$ cat config.mk
export PLATFORM = sky130hd
export DESIGN_NAME = servo_pwm_driver
export DESIGN_NICKNAME = d
export VERILOG_FILES = /design/src/rtl/servo_pwm_driver.sv
export SDC_FILE = /design/constraint.sdc
export NUM_CORES = 1
export LEC_CHECK = 0
export CAP_MARGIN = 20
export CORE_ASPECT_RATIO = 1.4
export CORE_MARGIN = 8
export CORE_UTILIZATION = 47
export CTS_BUF_LIST = sky130_fd_sc_hd__clkbuf_8
export DETAILED_ROUTE_END_ITERATION = 12
export GPL_ROUTABILITY_DRIVEN = 0
export PLACE_DENSITY_LB_ADDON = 0.1
export SETUP_SLACK_MARGIN = 0.05
export SYNTH_ARGS = -nofsm -noshare
export SYNTH_HDL_FRONTEND = slang
export SYNTH_SLANG_ARGS = --single-unit
$ cat constraint.sdc
create_clock -name clk -period 6.7 [get_ports clk]
set_clock_uncertainty 0.2 [all_clocks]
set_input_delay 1.005 -clock clk [delete_from_list [all_inputs] [get_ports clk]]
set_output_delay 1.005 -clock clk [all_outputs]
set_load 0.02 [all_outputs]
$ cat src/rtl/servo_pwm_driver.sv
// Four-channel 50 Hz hobby-servo PWM driver with frame-aligned angle latching and a settle/rdy handshake.
// Optional macro SLEW_LIMIT_EN: each channel ramps its commanded angle by SLEW_DEG degrees per frame.
module servo_pwm_driver #(
  parameter int FRAME_CYCLES        = 1000000,
  parameter int MIN_PULSE           = 25000,
  parameter int CYCLES_PER_DEG      = 556,
  parameter int MAX_ANGLE           = 180,
  parameter int SETTLE_FRAMES       = 25,
  parameter int SHORT_SETTLE_FRAMES = 1,
  parameter int RDY_WIDTH           = 4,
  parameter int SLEW_DEG            = 2
) (
  input  logic       clk,
  input  logic       rst,
  input  logic       enable,
  input  logic [7:0] angle1,
  input  logic [7:0] angle2,
  input  logic [7:0] angle3,
  input  logic [7:0] angle4,
  output logic [3:0] pwm,
  output logic       rdy,
  output logic       settling,
  output logic       frame_tick,
  output logic       angle_err
);

  localparam int CNT_W = $clog2(FRAME_CYCLES);
  localparam int W_W   = CNT_W + 1;
  localparam int SC_W  = $clog2(SETTLE_FRAMES + SHORT_SETTLE_FRAMES + 1) + 1;
  localparam int RC_W  = $clog2(RDY_WIDTH + 1);

  if (MIN_PULSE + MAX_ANGLE * CYCLES_PER_DEG >= FRAME_CYCLES) begin : g_bad_width
    $error("servo_pwm_driver: maximum pulse width does not fit inside one frame");
  end
  if (MAX_ANGLE > 255 || SLEW_DEG < 1 || RDY_WIDTH < 1) begin : g_bad_param
    $error("servo_pwm_driver: MAX_ANGLE, SLEW_DEG or RDY_WIDTH out of range");
  end

  typedef enum logic [1:0] {S_LATCH_WAIT, S_SETTLING, S_RDY} state_t;

  state_t           r_state;
  logic [CNT_W-1:0] r_frame_cnt;
  logic [SC_W-1:0]  r_settle_cnt;
  logic [RC_W-1:0]  r_rdy_cnt;
  logic             r_first;
  logic [7:0]       r_lat [4];

  logic [7:0]       w_in [4];
  logic [7:0]       w_clamp [4];
  logic [7:0]       w_cmd [4];
  logic [W_W-1:0]   w_width [4];
  logic             w_fs;
  logic             w_latch;
  logic             w_changed;
  logic             w_over;
  logic             w_settled;

  assign w_in[0] = angle1;
  assign w_in[1] = angle2;
  assign w_in[2] = angle3;
  assign w_in[3] = angle4;

  assign w_fs    = (r_frame_cnt == '0);
  assign w_latch = enable && w_fs && (r_state == S_LATCH_WAIT);

  // r_lat doubles as the "previous" angle set: it only ever changes at a latch.
  always_comb begin
    w_changed = r_first;
    w_over    = 1'b0;
    for (int i = 0; i < 4; i++) begin
      w_clamp[i] = (w_in[i] > 8'(MAX_ANGLE)) ? 8'(MAX_ANGLE) : w_in[i];
      if (w_in[i] > 8'(MAX_ANGLE)) w_over = 1'b1;
      if (w_clamp[i] != r_lat[i])  w_changed = 1'b1;
    end
  end

  always_comb begin
    for (int i = 0; i < 4; i++) begin
      w_width[i] = W_W'(MIN_PULSE) + W_W'(w_cmd[i]) * W_W'(CYCLES_PER_DEG);
    end
  end

`ifdef SLEW_LIMIT_EN
  logic [7:0] r_cmd [4];
  logic [7:0] w_tgt [4];
  logic [7:0] w_cmd_nxt [4];

  // Step toward the target that will be latched this fs, so the first ramp step lands in the latch frame.
  always_comb begin
    w_settled = 1'b1;
    for (int i = 0; i < 4; i++) begin
      w_tgt[i] = w_latch ? w_clamp[i] : r_lat[i];
      if (r_cmd[i] < w_tgt[i]) begin
        w_cmd_nxt[i] = (w_tgt[i] - r_cmd[i] > 8'(SLEW_DEG)) ? r_cmd[i] + 8'(SLEW_DEG) : w_tgt[i];
      end else begin
        w_cmd_nxt[i] = (r_cmd[i] - w_tgt[i] > 8'(SLEW_DEG)) ? r_cmd[i] - 8'(SLEW_DEG) : w_tgt[i];
      end
      if (r_cmd[i] != r_lat[i]) w_settled = 1'b0;
    end
  end

  always_ff @(posedge clk or negedge rst) begin
    if (!rst) begin
      for (int i = 0; i < 4; i++) r_cmd[i] <= '0;
    end else if (w_fs) begin
      for (int i = 0; i < 4; i++) r_cmd[i] <= w_cmd_nxt[i];
    end
  end

  assign w_cmd = r_cmd;
`else
  assign w_cmd     = r_lat;
  assign w_settled = 1'b1;
`endif

  always_ff @(posedge clk or negedge rst) begin
    if (!rst) begin
      r_frame_cnt <= '0;
      frame_tick  <= 1'b0;
      pwm         <= '0;
    end else begin
      r_frame_cnt <= (r_frame_cnt == CNT_W'(FRAME_CYCLES - 1)) ? '0 : r_frame_cnt + CNT_W'(1);
      frame_tick  <= w_fs;
      for (int i = 0; i < 4; i++) begin
        pwm[i] <= enable && ({1'b0, r_frame_cnt} < w_width[i]);
      end
    end
  end

  always_ff @(posedge clk or negedge rst) begin
    if (!rst) begin
      r_state      <= S_LATCH_WAIT;
      r_settle_cnt <= '0;
      r_rdy_cnt    <= '0;
      r_first      <= 1'b1;
      rdy          <= 1'b0;
      settling     <= 1'b0;
      angle_err    <= 1'b0;
      for (int i = 0; i < 4; i++) r_lat[i] <= '0;
    end else if (!enable) begin
      r_state  <= S_LATCH_WAIT;
      r_first  <= 1'b1;
      rdy      <= 1'b0;
      settling <= 1'b0;
    end else begin
      case (r_state)
        S_LATCH_WAIT: begin
          if (w_fs) begin
            for (int i = 0; i < 4; i++) r_lat[i] <= w_clamp[i];
            if (w_over) angle_err <= 1'b1;
            r_settle_cnt <= w_changed ? SC_W'(SETTLE_FRAMES) : SC_W'(SHORT_SETTLE_FRAMES);
            r_first      <= 1'b0;
            settling     <= 1'b1;
            r_state      <= S_SETTLING;
          end
        end
        S_SETTLING: begin
          if (w_fs && w_settled) begin
            if (r_settle_cnt <= SC_W'(1)) begin
              settling  <= 1'b0;
              rdy       <= 1'b1;
              r_rdy_cnt <= RC_W'(RDY_WIDTH - 1);
              r_state   <= S_RDY;
            end else begin
              r_settle_cnt <= r_settle_cnt - SC_W'(1);
            end
          end
        end
        S_RDY: begin
          if (r_rdy_cnt == '0) begin
            rdy     <= 1'b0;
            r_state <= S_LATCH_WAIT;
          end else begin
            r_rdy_cnt <= r_rdy_cnt - RC_W'(1);
          end
        end
        default: r_state <= S_LATCH_WAIT;
      endcase
    end
  end

endmodule

==> results.yml, run 1 <==
critical_path:
  cp_common_cell: "ha_1"
  crit_type: "reg2reg"
  critPathLaunchType: "flip-flop"
  slowest_delay_ns: 0.54
  path_buf_inv: 2
  worstPathArrival_ns: 5.30
  crit_fanout: 8
  r2r_end: "pwm[1]"
  critPathRequiredTime_ns: 6.81
  cp_slowest_cell: "fa_1"
  reg2reg_depth: 19
  cp_top_family: "adder cells"
  rr_startpoint: "r_lat[17]"
  reg2reg_slack_ns: 1.51
  path_cells: "ha_1 -> inv_1 -> fa_1 -> fa_1 -> inv_1 -> ha_1 -> and2b_1 -> or3b_2 -> nand3_1 -> nand2_1 -> or3_1 -> a211oi_1 -> nor2_1 -> ha_1 -> a21oi_1 -> nor2b_1 -> a211o_1 -> a21oi_1 -> o31a_1"
  cp-end-kind: "flip-flop"
logic_synthesis:
  ys_ff_latch: 72
  ys_seq_area_frac: 0.178
  ys_types: 76
  async_reset_ff_frac: 1.00
  synthTopCellsByArea: "ha_1, dfrtp_1, fa_1"
  synth_area_per_cell_um2: 8.62
  yosys.area.top_type: "ha_1"
  synth-main-ff-cell: "dfrtp_1"
  synth-edff-count: 0
  yosys_warnings: 0
  synth_cells: 1172
  synth_area_um2: 10100
  synth_top_area_frac: 0.270
timing:
  relSlewSlack: 0.511
  finalSetupViolCount: 0
  fin_crit_ns: 5.19
  worst_pin_slew_ns: 0.726
  whs_ns: 0.266
  rsz0062_at_grt: "no"
  period_share: 0.774
  clock.fmax_ghz: 0.193
  tns_ns: 0
  hold_violations: 0
  final-max-slew-violation-count: 0
global_routing:
  grt_pass1_wl_um: 40900
  grtUsageMet1: 0.224
  grt_pass1_vias: 8289
  grt_usage: 0.192
  use_met2: 0.346
  busiest_layer: "met2"
  gr-total-overflow: 0
  antenna_found_initial: 0
  grt_max_degree: 47
  gr-usage-met3: 0.0270
worst_hold_path:
  hp-class: "reg2reg"
  worstHoldEndpoint: "r_rdy_cnt[0]"
  hold_start: "r_rdy_cnt[0]"
  hold_depth: 1
route:
  drtPass1Iterations: 4
  wl_per_cell_um: 16.7
  num_vias: 8263
  drc: 0
  ant_nets: 0
  via_per_inst: 5.58
  first_iter_violations: 296
  drt-total-wl_um: 24700
clocking:
  cts_tree: "yes"
  clk_latency_ns: 0.38
  cts_setup_buffers: 0
  cts.clk_slew.worst_paths_ns: 0.08
  cts_resized: 0
  cts_hold_buf: 0
  clock_sinks: 72
  cts_max_path_buffers: 2
  htreeDepth: 3
  root_buffer: "clkbuf_8"
  numCtsBuffers: 9
floorplan:
  rows: 63
  coreArea_um2: 21100
  ioPinCount: 43
  fp.dieW_um: 140
  start_util: 0.478
  fp.dieH_um: 189
  dieArea_um2: 26500
power:
  powerDensity_nw_per_um2: 221
  switching_share: 0.454
  max-vdd-ir-drop_v: 0.000106
  power_switching_uw: 1110
  finalPower_uw: 2430
  clkPwrFrac: 0.155
  power.share.sequential: 0.203
  p_leak_uw: 0.00559
  comb_power_share: 0.643
  internal_power_uw: 1330
cells_and_area:
  stdcell_count: 1480
  finalNetCount: 1496
  fin_area_um2: 11000
  synthToLayoutAreaGrowth_pct: 8.86
  drive_above_1_share: 0.0361
  diodes: 0
  nFillCells: 2085
place:
  hpwlAfterDp_um: 20300
  dpl.cell_count: 1464
  place_area_um2: 10800
  place.port_buffers: 42
job:
  drv_cap: 0
run_status:
  status: "complete, no violations"
## worst max path at each step
stage              start     end  slack (ns)  cells after the start
6_report       r_lat[17]  pwm[1]        1.51                     19
3_5_place_dp   r_lat[17]  pwm[1]        1.51                     19
4_1_cts        r_lat[17]  pwm[1]        1.49                     19
5_1_grt         r_lat[9]  pwm[2]        1.16                     19
2_1_floorplan  r_lat[17]  pwm[1]        1.82                     19
3_3_place_gp   r_lat[17]  pwm[1]        1.60                     19
## layout make-up
cell class	instances	area, um^2	area share
timing repair buffer	46	448	0.0407
sequential	72	1800	0.164
inverter	131	492	0.0447
clock inverter	5	55.1	0.00501
clock buffer	11	151	0.0138
multi-input combinational	955	7720	0.702
tap	260	325	0.0296
## cells in the final DEF, fill, tap and decap left out, types with 5 or more instances in the layout
cell | Yosys | layout
a211o_1 | 5 | 5
o21bai_1 | 5 | 5
nand4_1 | 13 | 13
and2_1 | 7 | 7
dfrtp_1 | 71 | 71
o31ai_1 | 6 | 6
nand2b_1 | 11 | 11
a21oi_1 | 77 | 77
nand2_1 | 79 | 79
inv_1 | 131 | 131
a211oi_1 | 12 | 12
and3_1 | 8 | 8
xnor2_1 | 59 | 59
nand3_1 | 23 | 23
o21a_1 | 6 | 6
clkbuf_8 | 0 | 11
ha_1 | 218 | 218
fa_1 | 28 | 28
clkdlybuf4s50_1 | 0 | 41
nor3_1 | 26 | 26
o21ai_1 | 22 | 22
o21ai_0 | 53 | 53
o211ai_1 | 9 | 9
nor3b_1 | 11 | 11
buf_4 | 1 | 5
nor4_1 | 10 | 10
o31a_1 | 8 | 8
nor2_1 | 71 | 71
xor2_1 | 61 | 61
a31oi_1 | 7 | 7
nor2b_1 | 13 | 13
a2111oi_0 | 5 | 5
a21o_1 | 32 | 32
## per-layer routing
metal	wire, um	vias to the layer above
li1	-	4227
met5	0	-
met1	10700	3895
met4	699	0
met2	12600	107
met3	656	34
## metrics by stage
| stage | utilization | setup slack [ns] |
|---|---|---|
| global placement | 0.511 | 1.60 |
| floorplan | - | 1.82 |
| global route | 0.520 | 1.16 |
| CTS | 0.520 | 1.49 |
| finish | 0.520 | 1.51 |
| detailed placement | 0.511 | 1.51 |
## logic make-up (layout without fill, tap and decap cells)
group / after synthesis / count (layout) / share of synthesized area
compound gates: 279 / 279 / 0.178
xor+xnor: 121 / 121 / 0.106
fa+ha+maj: 246 / 246 / 0.326
buf+inv: 148 / 193 / 0.0582
flops: 72 / 72 / 0.178
other cells: 1 / 4 / 0.000371
simple gates: 305 / 305 / 0.154
## power by group through the flow
| stage | clock, uW | combinational (uW) | sequential (uW) |
|---|---|---|---|
| 6_report | 377 | 1560 | 493 |
| 5_1_grt | 403 | 1800 | 498 |
| 4_1_cts | 390 | 1590 | 494 |
| 3_5_place_dp | 0 | 1570 | 503 |
| 3_3_place_gp | 0 | 1540 | 502 |
| 2_1_floorplan | 0 | 1250 | 490 |
## flip-flops by register name, indices dropped and copies added (netlist names)
name and flops:
rdy 1, settling 1, r_state 2, r_first 1, r_frame_cnt 20, angle_err 1
pwm 4, r_lat 32, r_settle_cnt 6, r_rdy_cnt 3, frame_tick 1
## Yosys cell counts, types with 3 or more instances
cell	number
a2111oi_0	5
a211o_1	5
a211oi_1	12
a21o_1	32
a21oi_1	77
a22oi_1	3
a31oi_1	7
and2_1	7
and3_1	8
buf_2	5
buf_6	3
clkbuf_1	8
dfrtp_1	71
fa_1	28
ha_1	218
inv_1	131
nand2_1	79
nand2b_1	11
nand3_1	23
nand3b_1	4
nand4_1	13
nor2_1	71
nor2b_1	13
nor3_1	26
nor3b_1	11
nor4_1	10
o2111ai_1	3
o211ai_1	9
o21a_1	6
o21ai_0	53
o21ai_1	22
o21bai_1	5
o31a_1	8
o31ai_1	6
or2_2	4
or3_1	4
or4_1	3
xnor2_1	59
xor2_1	61
Note: power is estimated with default switching activity, not from simulation.
==> run 2: changes to the inputs <==
Clock period 6.7 ns to 5.3 ns, I/O delays scaled along.
==> run 2 against run 1 <==
Net effect:
- cell area increased by 1.8%
- sequential share of layout area decreased by 0.24 points
- total power increased by 32%
- worst hold slack got worse by 0.11 ns
- critical endpoint is now pwm[0]
- die area unchanged
- non-clock buffer count increased by 10
- via count increased by 1.1%
- core utilization increased by 0.94 points
- final cell count increased by 0.68%
- flip-flop and latch count unchanged
- register-to-register slack got worse by 1.2 ns
==> results.yml, run 2 (synthesis results as in run 1) <==
clocking:
  numCtsBuffers: 9
  clk_latency_ns: 0.37
  cts_resized: 0
  cts_hold_buf: 0
  cts_setup_buffers: 0
  root_buffer: "clkbuf_8"
  cts.clk_slew.worst_paths_ns: 0.09
  cts_max_path_buffers: 2
  clock_sinks: 72
  cts_tree: "yes"
  htreeDepth: 3
global_routing:
  grt_pass1_wl_um: 42300
  antenna_found_initial: 0
  busiest_layer: "met2"
  grt_pass1_vias: 8469
  grt_usage: 0.198
  grtUsageMet1: 0.232
  use_met2: 0.370
  gr-total-overflow: 0
  grt_max_degree: 73
  gr-usage-met3: 0.0239
timing:
  hold_violations: 0
  fin_crit_ns: 4.99
  relSlewSlack: 0.360
  worst_pin_slew_ns: 0.960
  final-max-slew-violation-count: 0
  period_share: 0.941
  clock.fmax_ghz: 0.200
  tns_ns: 0
  finalSetupViolCount: 0
  rsz0062_at_grt: "yes"
cells_and_area:
  finalNetCount: 1506
  drive_above_1_share: 0.0569
  layout_common_cells: "ha_1, inv_1, nand2_1, a21oi_1, nor2_1"
  synthToLayoutAreaGrowth_pct: 10.8
  multi_input_area_um2: 7790
  stdcell_count: 1490
  nFillCells: 2049
  regMostFlops: "r_lat"
  regArea_um2: 1810
  top_regs: "r_lat x32, r_frame_cnt x20, r_settle_cnt x6"
  largest_reg_flops: 32
  mostFrequentLayoutCell: "ha_1"
  diodes: 0
power:
  internal_power_uw: 1770
  max-vdd-ir-drop_v: 0.000160
  powerDensity_nw_per_um2: 287
  comb_power_share: 0.639
  power_switching_uw: 1440
  p_leak_uw: 0.00568
  clkPwrFrac: 0.169
  switching_share: 0.448
  power.share.sequential: 0.192
floorplan:
  start_util: 0.478
  ioPinCount: 43
  rows: 63
  fp.dieW_um: 140
  dieArea_um2: 26500
  fp.dieH_um: 189
  coreArea_um2: 21100
critical_path:
  reg2reg_depth: 20
  critPathRequiredTime_ns: 5.42
  crit_fanout: 6
  critPathLaunchType: "flip-flop"
  worstPathArrival_ns: 5.11
  crit_type: "reg2reg"
  cp-end-kind: "flip-flop"
route:
  via_per_inst: 5.61
  ant_nets: 0
  drc: 0
  num_vias: 8353
  wl_per_cell_um: 17.1
  drt-total-wl_um: 25500
  drtPass1Iterations: 5
  first_iter_violations: 345
place:
  place.port_buffers: 42
  hpwlAfterDp_um: 20700
  dpl.cell_count: 1473
worst_hold_path:
  hp-class: "in2async"
run_status:
  status: "complete, no violations"
job:
  drv_cap: 0
run 2: cell count changes in the layout (fill, tap and decap cells not counted), sizes merged:
cell and change:
buf +10, clkinvlp -2, clkinv -1, bufinv +1, clkbuf +1, inv +1
run 2: through the flow:
step / utilization / total power (uW) / instance area, um^2 / hold slack [ns] / worst slack [ns]
2_1_floorplan: - / 2190 / 10100 / 0.235 / 0.425
3_3_place_gp: 0.514 / 2610 / 10900 / 0.242 / 0.331
6_report: 0.530 / 3210 / 11200 / 0.161 / 0.312
3_5_place_dp: 0.514 / 2640 / 10900 / 0.252 / 0.246
4_1_cts: 0.525 / 3210 / 11100 / 0.268 / 0.221
5_1_grt: 0.530 / 3560 / 11200 / 0.178 / 0.00489
run 2: final cells by class:
cell class              instances  area share
well taps                     260      0.0291
clock buffers                  12      0.0148
flip-flops and latches         72       0.162
multi-input cells             955       0.696
repair buffers                 56      0.0485
inverters                     131      0.0439
clock inverters                 4     0.00659
run 2: worst paths after layout:
check                          start          to  slack (ns)
max reg2reg                r_lat[29]      pwm[0]        0.31
max                        r_lat[29]      pwm[0]        0.31
min in group clk           angle_err   angle_err        0.26
min reg2reg                angle_err   angle_err        0.26
max in group asynchronous        rst     r_first        4.11
min                              rst  frame_tick        0.16
run 2: worst max-delay path, stage by stage, from the launching register on:
cell	delay [ns]
dfrtp_2	0.48
ha_1	0.30
inv_1	0.05
fa_1	0.48
fa_1	0.55
inv_1	0.04
ha_1	0.35
and3_1	0.20
a22oi_1	0.18
a21oi_1	0.11
and2_1	0.17
o21ai_0	0.21
a21boi_1	0.13
or2_2	0.33
xnor2_1	0.13
ha_1	0.29
nand4_1	0.09
a21oi_1	0.05
a211o_1	0.30
a21oi_1	0.16
o31a_1	0.13
run 2: power by group through the flow:
| stage | clock (uW) | sequential (uW) | combinational, uW |
|---|---|---|---|
| global route | 582 | 621 | 2360 |
| global placement | 0 | 626 | 1990 |
| CTS | 559 | 616 | 2030 |
| detailed placement | 0 | 627 | 2010 |
| floorplan | 0 | 619 | 1570 |
| finish | 543 | 616 | 2050 |
run 2: layer usage:
metal / part of all wire / up-vias
li1: - / 4259
met4: 0.017 / 0
met5: 0 / -
met3: 0.025 / 27
met2: 0.53 / 108
met1: 0.43 / 3959
